===== config.mk =====
export PLATFORM = sky130hd
export DESIGN_NAME = booth_r4_mul_flat
export DESIGN_NICKNAME = d
export VERILOG_FILES = /design/src/rtl/booth_r4_pkg.sv /design/src/rtl/booth_r4_mul_if.sv /design/src/rtl/booth_r4_enc.sv /design/src/rtl/booth_r4_mul.sv /design/src/flat_wrapper.sv
export SDC_FILE = /design/constraint.sdc
export NUM_CORES = 1
export LEC_CHECK = 0
export ABC_AREA = 0
export CAP_MARGIN = 20
export CORE_UTILIZATION = 45
export CTS_CLUSTER_SIZE = 10
export DETAILED_ROUTE_END_ITERATION = 16
export PLACE_DENSITY = 0.73
export SLEW_MARGIN = 20
export SYNTH_ARGS = -nofsm -noshare
export SYNTH_HDL_FRONTEND = slang
export SYNTH_SLANG_ARGS = --single-unit

===== constraint.sdc =====
create_clock -name clk -period 6.7 [get_ports clk]
set_clock_uncertainty 0.2 [all_clocks]
set_input_delay 0.67 -clock clk [delete_from_list [all_inputs] [get_ports clk]]
set_output_delay 0.67 -clock clk [all_outputs]
set_load 0.02 [all_outputs]

===== src/rtl/booth_r4_pkg.sv =====
// Shared types and helpers for the radix-4 Booth multiplier.
// Includes the controller states, the Booth digit set and the iteration count.
package booth_r4_pkg;

    typedef enum logic [1:0] {
        IDLE = 2'd0,
        RUN  = 2'd1,
        DONE = 2'd2
    } state_t;

    typedef enum logic [2:0] {
        ZERO = 3'd0,
        POS1 = 3'd1,
        POS2 = 3'd2,
        NEG1 = 3'd3,
        NEG2 = 3'd4
    } digit_t;

    // Two multiplier bits are retired per step over WIDTH+2 extended bits.
    function automatic int iter_count(input int width);
        return width / 2 + 1;
    endfunction

endpackage


===== src/rtl/booth_r4_mul_if.sv =====
// Request/response bundle between a requester and the Booth multiplier.
// Handshake: a request is accepted on a rising clk edge where start && ready;
// M, Q and is_signed are sampled only on that edge. done pulses for one cycle
// when P is updated, and P is held until the next completion or reset.
interface booth_r4_mul_if #(
    parameter int WIDTH = 8
) ();
    logic                 start;
    logic                 is_signed;
    logic [WIDTH-1:0]     M;
    logic [WIDTH-1:0]     Q;
    logic                 ready;
    logic                 busy;
    logic                 done;
    logic [2*WIDTH-1:0]   P;

    modport master (
        output start, is_signed, M, Q,
        input  ready, busy, done, P
    );

    modport slave (
        input  start, is_signed, M, Q,
        output ready, busy, done, P
    );
endinterface


===== src/rtl/booth_r4_enc.sv =====
// Radix-4 Booth recoder: maps the triplet {q(2i+1), q(2i), q(2i-1)} to a
// digit in {-2, -1, 0, +1, +2}.
module booth_r4_enc
    import booth_r4_pkg::*;
(
    input  logic [2:0] triplet,
    output digit_t     digit
);

    always_comb begin
        digit = ZERO;
        case (triplet)
            3'b000, 3'b111: digit = ZERO;
            3'b001, 3'b010: digit = POS1;
            3'b011:         digit = POS2;
            3'b100:         digit = NEG2;
            3'b101, 3'b110: digit = NEG1;
            default:        digit = ZERO;
        endcase
    end

endmodule


===== src/rtl/booth_r4_mul.sv =====
// Sequential radix-4 Booth multiplier with start/done handshake, runtime
// signed/unsigned mode and a held, registered product.
module booth_r4_mul
    import booth_r4_pkg::*;
#(
    parameter int WIDTH = 8
) (
    input  logic               clk,
    input  logic               reset,
    booth_r4_mul_if.slave      bus,
    output state_t             dbg_state
);

    localparam int EW = WIDTH + 2;
    localparam int AW = EW + 1;
    localparam int FW = AW + EW + 1;
    localparam int N  = iter_count(WIDTH);
    localparam int CW = $clog2(N + 1);

    state_t          state_r;
    state_t          state_n;
    logic            accept;
    logic            step;
    logic            finish;

    logic [EW-1:0]   mx_r;
    logic [AW-1:0]   acc_r;
    logic [EW:0]     q_r;
    logic [CW-1:0]   count_r;
    logic [2*WIDTH-1:0] p_r;

    logic [EW-1:0]   mx_ext;
    logic [EW-1:0]   qx_ext;
    digit_t          digit;
    logic [AW-1:0]   addend;
    logic [AW-1:0]   sum;
    logic [FW-1:0]   field;
    logic [FW-1:0]   shifted;

    always_ff @(posedge clk) begin
        if (reset) begin
            state_r <= IDLE;
        end else begin
            state_r <= state_n;
        end
    end

    always_comb begin
        state_n = state_r;
        accept  = 1'b0;
        step    = 1'b0;
        finish  = 1'b0;
        case (state_r)
            IDLE: begin
                if (bus.start) begin
                    accept  = 1'b1;
                    state_n = RUN;
                end
            end
            RUN: begin
                step = 1'b1;
                if (count_r == CW'(1)) begin
                    finish  = 1'b1;
                    state_n = DONE;
                end
            end
            DONE: begin
                // A request in the DONE cycle starts the next job immediately.
                if (bus.start) begin
                    accept  = 1'b1;
                    state_n = RUN;
                end else begin
                    state_n = IDLE;
                end
            end
            default: state_n = IDLE;
        endcase
    end

    assign bus.ready = (state_r == IDLE) || (state_r == DONE);
    assign bus.busy  = (state_r == RUN);
    assign bus.done  = (state_r == DONE);
    assign bus.P     = p_r;
    assign dbg_state = state_r;

    assign mx_ext = bus.is_signed ? {{2{bus.M[WIDTH-1]}}, bus.M} : {2'b00, bus.M};
    assign qx_ext = bus.is_signed ? {{2{bus.Q[WIDTH-1]}}, bus.Q} : {2'b00, bus.Q};

    booth_r4_enc u_enc (
        .triplet (q_r[2:0]),
        .digit   (digit)
    );

    // Two extra extension bits keep +/-2*Mx exact for both operand modes.
    always_comb begin
        addend = '0;
        case (digit)
            ZERO:    addend = '0;
            POS1:    addend = {mx_r[EW-1], mx_r};
            POS2:    addend = {mx_r, 1'b0};
            NEG1:    addend = -{mx_r[EW-1], mx_r};
            NEG2:    addend = -{mx_r, 1'b0};
            default: addend = '0;
        endcase
    end

    assign sum     = acc_r + addend;
    assign field   = {sum, q_r};
    assign shifted = $signed(field) >>> 2;

    always_ff @(posedge clk) begin
        if (reset) begin
            mx_r    <= '0;
            acc_r   <= '0;
            q_r     <= '0;
            count_r <= '0;
            p_r     <= '0;
        end else if (accept) begin
            mx_r    <= mx_ext;
            acc_r   <= '0;
            q_r     <= {qx_ext, 1'b0};
            count_r <= CW'(N);
        end else if (step) begin
            acc_r   <= shifted[FW-1 -: AW];
            q_r     <= shifted[EW:0];
            count_r <= count_r - CW'(1);
            // Bit 0 still holds q(-1); the product starts one bit up.
            if (finish) begin
                p_r <= shifted[2*WIDTH:1];
            end
        end
    end

endmodule


===== src/flat_wrapper.sv =====
// flat-port wrapper written by rule: the top's interface ports become plain ports
module booth_r4_mul_flat import booth_r4_pkg::*;
#(
    parameter int WIDTH = 8
)
  (clk, reset, dbg_state, bus_start, bus_is_signed, bus_M, bus_Q, bus_ready, bus_busy, bus_done, bus_P);
  booth_r4_mul_if #(.WIDTH(WIDTH)) bus_i ();
  input  logic clk;
  input  logic reset;
  output state_t dbg_state;
  input wire logic [$bits(bus_i.start)-1:0] bus_start;
  input wire logic [$bits(bus_i.is_signed)-1:0] bus_is_signed;
  input wire logic [$bits(bus_i.M)-1:0] bus_M;
  input wire logic [$bits(bus_i.Q)-1:0] bus_Q;
  output wire logic [$bits(bus_i.ready)-1:0] bus_ready;
  output wire logic [$bits(bus_i.busy)-1:0] bus_busy;
  output wire logic [$bits(bus_i.done)-1:0] bus_done;
  output wire logic [$bits(bus_i.P)-1:0] bus_P;
  assign bus_i.start = bus_start;
  assign bus_i.is_signed = bus_is_signed;
  assign bus_i.M = bus_M;
  assign bus_i.Q = bus_Q;
  assign bus_ready = bus_i.ready;
  assign bus_busy = bus_i.busy;
  assign bus_done = bus_i.done;
  assign bus_P = bus_i.P;
  booth_r4_mul #(.WIDTH(WIDTH)) u_core (.clk(clk), .reset(reset), .bus(bus_i), .dbg_state(dbg_state));
endmodule

==> summary by stage <==
Outcome
The run finished with clean final reports.

Synthesis
The number of enable flip-flop cells after synthesis is 0. The share of synthesized area in the top cell type comes to 0.361. Synthesis produced a netlist with a net count of a little under 400. The number of standard cells after synthesis is 362. The sequential fraction of the synthesis area is 0.361. The synthesized netlist occupies a cell area of roughly 2800 sq um. The prevailing post-synth register cell is sky130_fd_sc_hd__dfxtp_1. The top cell type by total area after synthesis is sky130_fd_sc_hd__dfxtp_1. Counting distinct cell types in the post-synthesis netlist gives 50. After synthesis, the share of flip-flops with an asynchronous set or reset is 0. The total of flip-flops plus latches after synthesis is 50. The average instance in the mapped netlist occupies about 7.7 sq um. Yosys attributes the largest share of cell area to sky130_fd_sc_hd__dfxtp_1 (36%), sky130_fd_sc_hd__nand2_1 (11%), sky130_fd_sc_hd__a21oi_1 (11%). The warning count from the yosys run is 0.

Hold path
The worst min-delay path category is reg -> reg. The worst hold path passes through 2 cells.

Drt
The total met2 wirelength after detailed routing is about 3100 um. In this run, the number of DRC markers left after iteration 0 of detailed routing was 146. In the final routed layout, each cell accounts on average for 14.7 um. In the final routing, the length of wire on met1 measures 3350 um.

The count of nets left with antenna violations once routing finished came out at 0. After detailed routing, the number of vias per cell comes to approximately 5.6. In this run the top signal layer used is met4. The routed wire length on met3 is ~350 um. The routed layout has 2588 vias.

Wires add up to 6850 um. For this run, the detailed router's first-pass iteration total came to 5. The remaining design rule violation count is 0.

Clock network
The post-CTS setup-driven buffer insertion count is 0. The clock reaches the later pin of the worst-skew pair after slightly above 0.3 ns. The post-CTS clock slew at the launch and capture registers of the worst setup and hold paths is roughly 0.1 ns.

The clock net in this run drives a total of 50 sinks. The TritonCTS buffer count is 5. The clock passes through at most 2 buffers. In this run the number of H-tree levels came out at 2.

The cell sitting at the root of the clock tree is a sky130_fd_sc_hd__clkbuf_8. For this design, the CTS-stage hold fixing added 0 buffers. The TritonCTS clock tree is built. Once the clock tree was built, the resizer swapped 0 gates to a different size.

Placement
The placed wire-length estimate is between 4000 and 5000 um. The routability congestion estimate is roughly 0.90. The count of input and output buffers is 40. After detailed placement, the total cell area comes to 3190 sq um.

Die
The initialized floorplan defines 28 standard-cell rows. The area of the die is between 6000 and 7000 sq um. In this run the horizontal extent of the chip is ~81 um. The region available for standard cell placement spans just under 6000 sq um. 41 I/O pins were placed. The die is approximately 81 um tall. The starting utilization of the core area is 0.469.

Timing
The number of max-slew violations in the final report is 0. The total of endpoints with negative setup slack in the final report is 0. At the pin with the least slew margin, the transition time is about 0.77 ns. The worst-case headroom to the max-slew limit is 0.486. Of the available clock period, the critical path in the final layout requires 0.579. Static timing analysis puts the maximum clock frequency at approximately 260 MHz. Setup repair after global routing left no endpoint under its margin. The number of hold violations in the final report is 0. The final critical delay including setup and external delays is between 3 and 4 ns. In the final timing run, aggregate negative setup slack is 0 ns.

Global routing
The total overflow left after global routing is 0. The number of global-route vias before repair is 2292. Entering global routing, the biggest net connects 41 pins.

The global-route wire length before repair is about 11000 um. The number of antenna violations at the first check in global routing was 0. The all-layer global routing usage is 0.221.

Setup path
The worst setup path is captured at a flop. The startpoint kind of the worst setup timing path is a flop. The worst endpoint data arrival time is approximately 3.9 ns. For the worst setup path, the data required time is around 6.8 ns. The maximum net fanout on the critical path is 11. By startpoint and endpoint, the worst setup path is classified as reg -> reg.

The count of cells along the worst register-to-register path is 13.

Finish
The net count of the finished layout is around 430. The library cells used most frequently in the layout, excluding fill and tap cells, are sky130_fd_sc_hd__nand2_1 (83), sky130_fd_sc_hd__a21oi_1 (60), sky130_fd_sc_hd__dfxtp_1 (50). Summing all non-filler instances in the final layout gives an area of 3300 sq um. The synthesis-to-layout area growth is 19.0%. The number of antenna repair diodes is 0.

The share of layout cells above drive strength 1 is 0.0512. The library cell used most frequently in the layout, excluding fill and tap cells, is sky130_fd_sc_hd__nand2_1.

Flow run
Across the run, the number of max-cap violations was 0.

Pwr
The largest voltage drop on the vdd net is between 100 and 150 uV. The standby leakage power is ~1.3 nW. The power per cell area is about 200 nW/um^2. The overall power is 0.673 mW.
==> layout make-up <==
class / instances / area (sq um)
clock inverters: 3 / 43.8
fillers: 590 / 2620
multi-input cells: 277 / 1630
flip-flops and latches: 50 / 1000
repair buffers: 42 / 415
inverters: 14 / 52.6
well taps: 75 / 93.8
clock buffers: 5 / 68.8
==> report_power, final <==
group	internal, mW	switching [mW]
Combinational	0.0515	0.0741
Sequential	0.309	0.0152
Clock	0.112	0.111
Total	0.473	0.200
==> metal layers <==
metal / GRT usage / vias to the layer above
met5: 0 / -
met4: 0.0554 / 0
met3: 0.0466 / 8
met2: 0.342 / 85
met1: 0.309 / 1190
li1: - / 1305
==> stage by stage <==
stage | instances | utilization | hold slack (ns) | setup WS (ns)
after floorplan | 362 | - | 0.236 | 3.26
final | 466 | 0.558 | 0.257 | 2.82
after detailed placement | 458 | 0.539 | 0.249 | 2.98
after global placement | 458 | 0.539 | 0.243 | 3.09
after global routing | 466 | 0.558 | 0.277 | 2.58
after CTS | 466 | 0.558 | 0.261 | 2.90
==> logic make-up (layout without fill, tap and decap cells) <==
kind of cell | Yosys count | after routing | share of synthesized area
adder cells (fa/ha/maj) | 16 | 16 | 0.0748
buffers and inverters | 35 | 64 | 0.0536
multiplexers | 1 | 1 | 0.00361
flip-flops | 50 | 50 | 0.361
AO/OA/AOI/OAI | 109 | 109 | 0.244
XOR/XNOR | 14 | 14 | 0.0442
AND/OR/NAND/NOR | 137 | 137 | 0.219
==> state kept, by name, indices dropped and copies added, names as in the netlist <==
register,count
u_core.bus.P,16
u_core.q_r,11
u_core.acc_r,9
u_core.mx_r,9
u_core.count_r,3
u_core.dbg_state,2
==> synthesized netlist by cell type (2+ instances only) <==
cell type	count
sky130_fd_sc_hd__nand2_1	83
sky130_fd_sc_hd__a21oi_1	60
sky130_fd_sc_hd__dfxtp_1	50
sky130_fd_sc_hd__nor2_1	18
sky130_fd_sc_hd__ha_1	15
sky130_fd_sc_hd__clkbuf_1	14
sky130_fd_sc_hd__inv_1	12
sky130_fd_sc_hd__a22oi_1	11
sky130_fd_sc_hd__a21o_1	9
sky130_fd_sc_hd__xnor2_1	9
sky130_fd_sc_hd__nor3_1	8
sky130_fd_sc_hd__nand3_1	6
sky130_fd_sc_hd__o21ai_0	6
sky130_fd_sc_hd__o311ai_1	5
sky130_fd_sc_hd__xor2_1	5
sky130_fd_sc_hd__a211oi_1	3
sky130_fd_sc_hd__and3_1	3
sky130_fd_sc_hd__nand2b_1	3
sky130_fd_sc_hd__nor2b_1	3
sky130_fd_sc_hd__o21ai_1	3
sky130_fd_sc_hd__buf_1	2
sky130_fd_sc_hd__buf_2	2
sky130_fd_sc_hd__buf_4	2
sky130_fd_sc_hd__inv_2	2
sky130_fd_sc_hd__nand3b_1	2
sky130_fd_sc_hd__nor3b_1	2
==> worst max-delay path, cell delays in order (launching register included) <==
cell and delay, ns:
sky130_fd_sc_hd__dfxtp_1 0.37, sky130_fd_sc_hd__inv_1 0.05, sky130_fd_sc_hd__ha_1 0.42, sky130_fd_sc_hd__nor3_1 0.68
sky130_fd_sc_hd__o21ai_1 0.16, sky130_fd_sc_hd__and3_1 0.25, sky130_fd_sc_hd__fa_1 0.44, sky130_fd_sc_hd__nor2b_1 0.17
sky130_fd_sc_hd__o2111ai_1 0.15, sky130_fd_sc_hd__a21oi_1 0.18, sky130_fd_sc_hd__o22ai_1 0.10, sky130_fd_sc_hd__xor2_1 0.17
sky130_fd_sc_hd__or3_1 0.32, sky130_fd_sc_hd__a21oi_1 0.14
==> path summary, 6_finish.rpt <==
| path | startpoint | end | slack, ns |
|---|---|---|---|
| worst max-delay path | u_core.q_r[0] | u_core.acc_r[8] | 2.82 |
| worst min-delay path | u_core.bus.P[1] | u_core.bus.P[1] | 0.26 |
| worst max register to register | u_core.q_r[0] | u_core.acc_r[8] | 2.82 |
| worst min register to register | u_core.bus.P[1] | u_core.bus.P[1] | 0.26 |
Power figures use the tool's default switching activity.
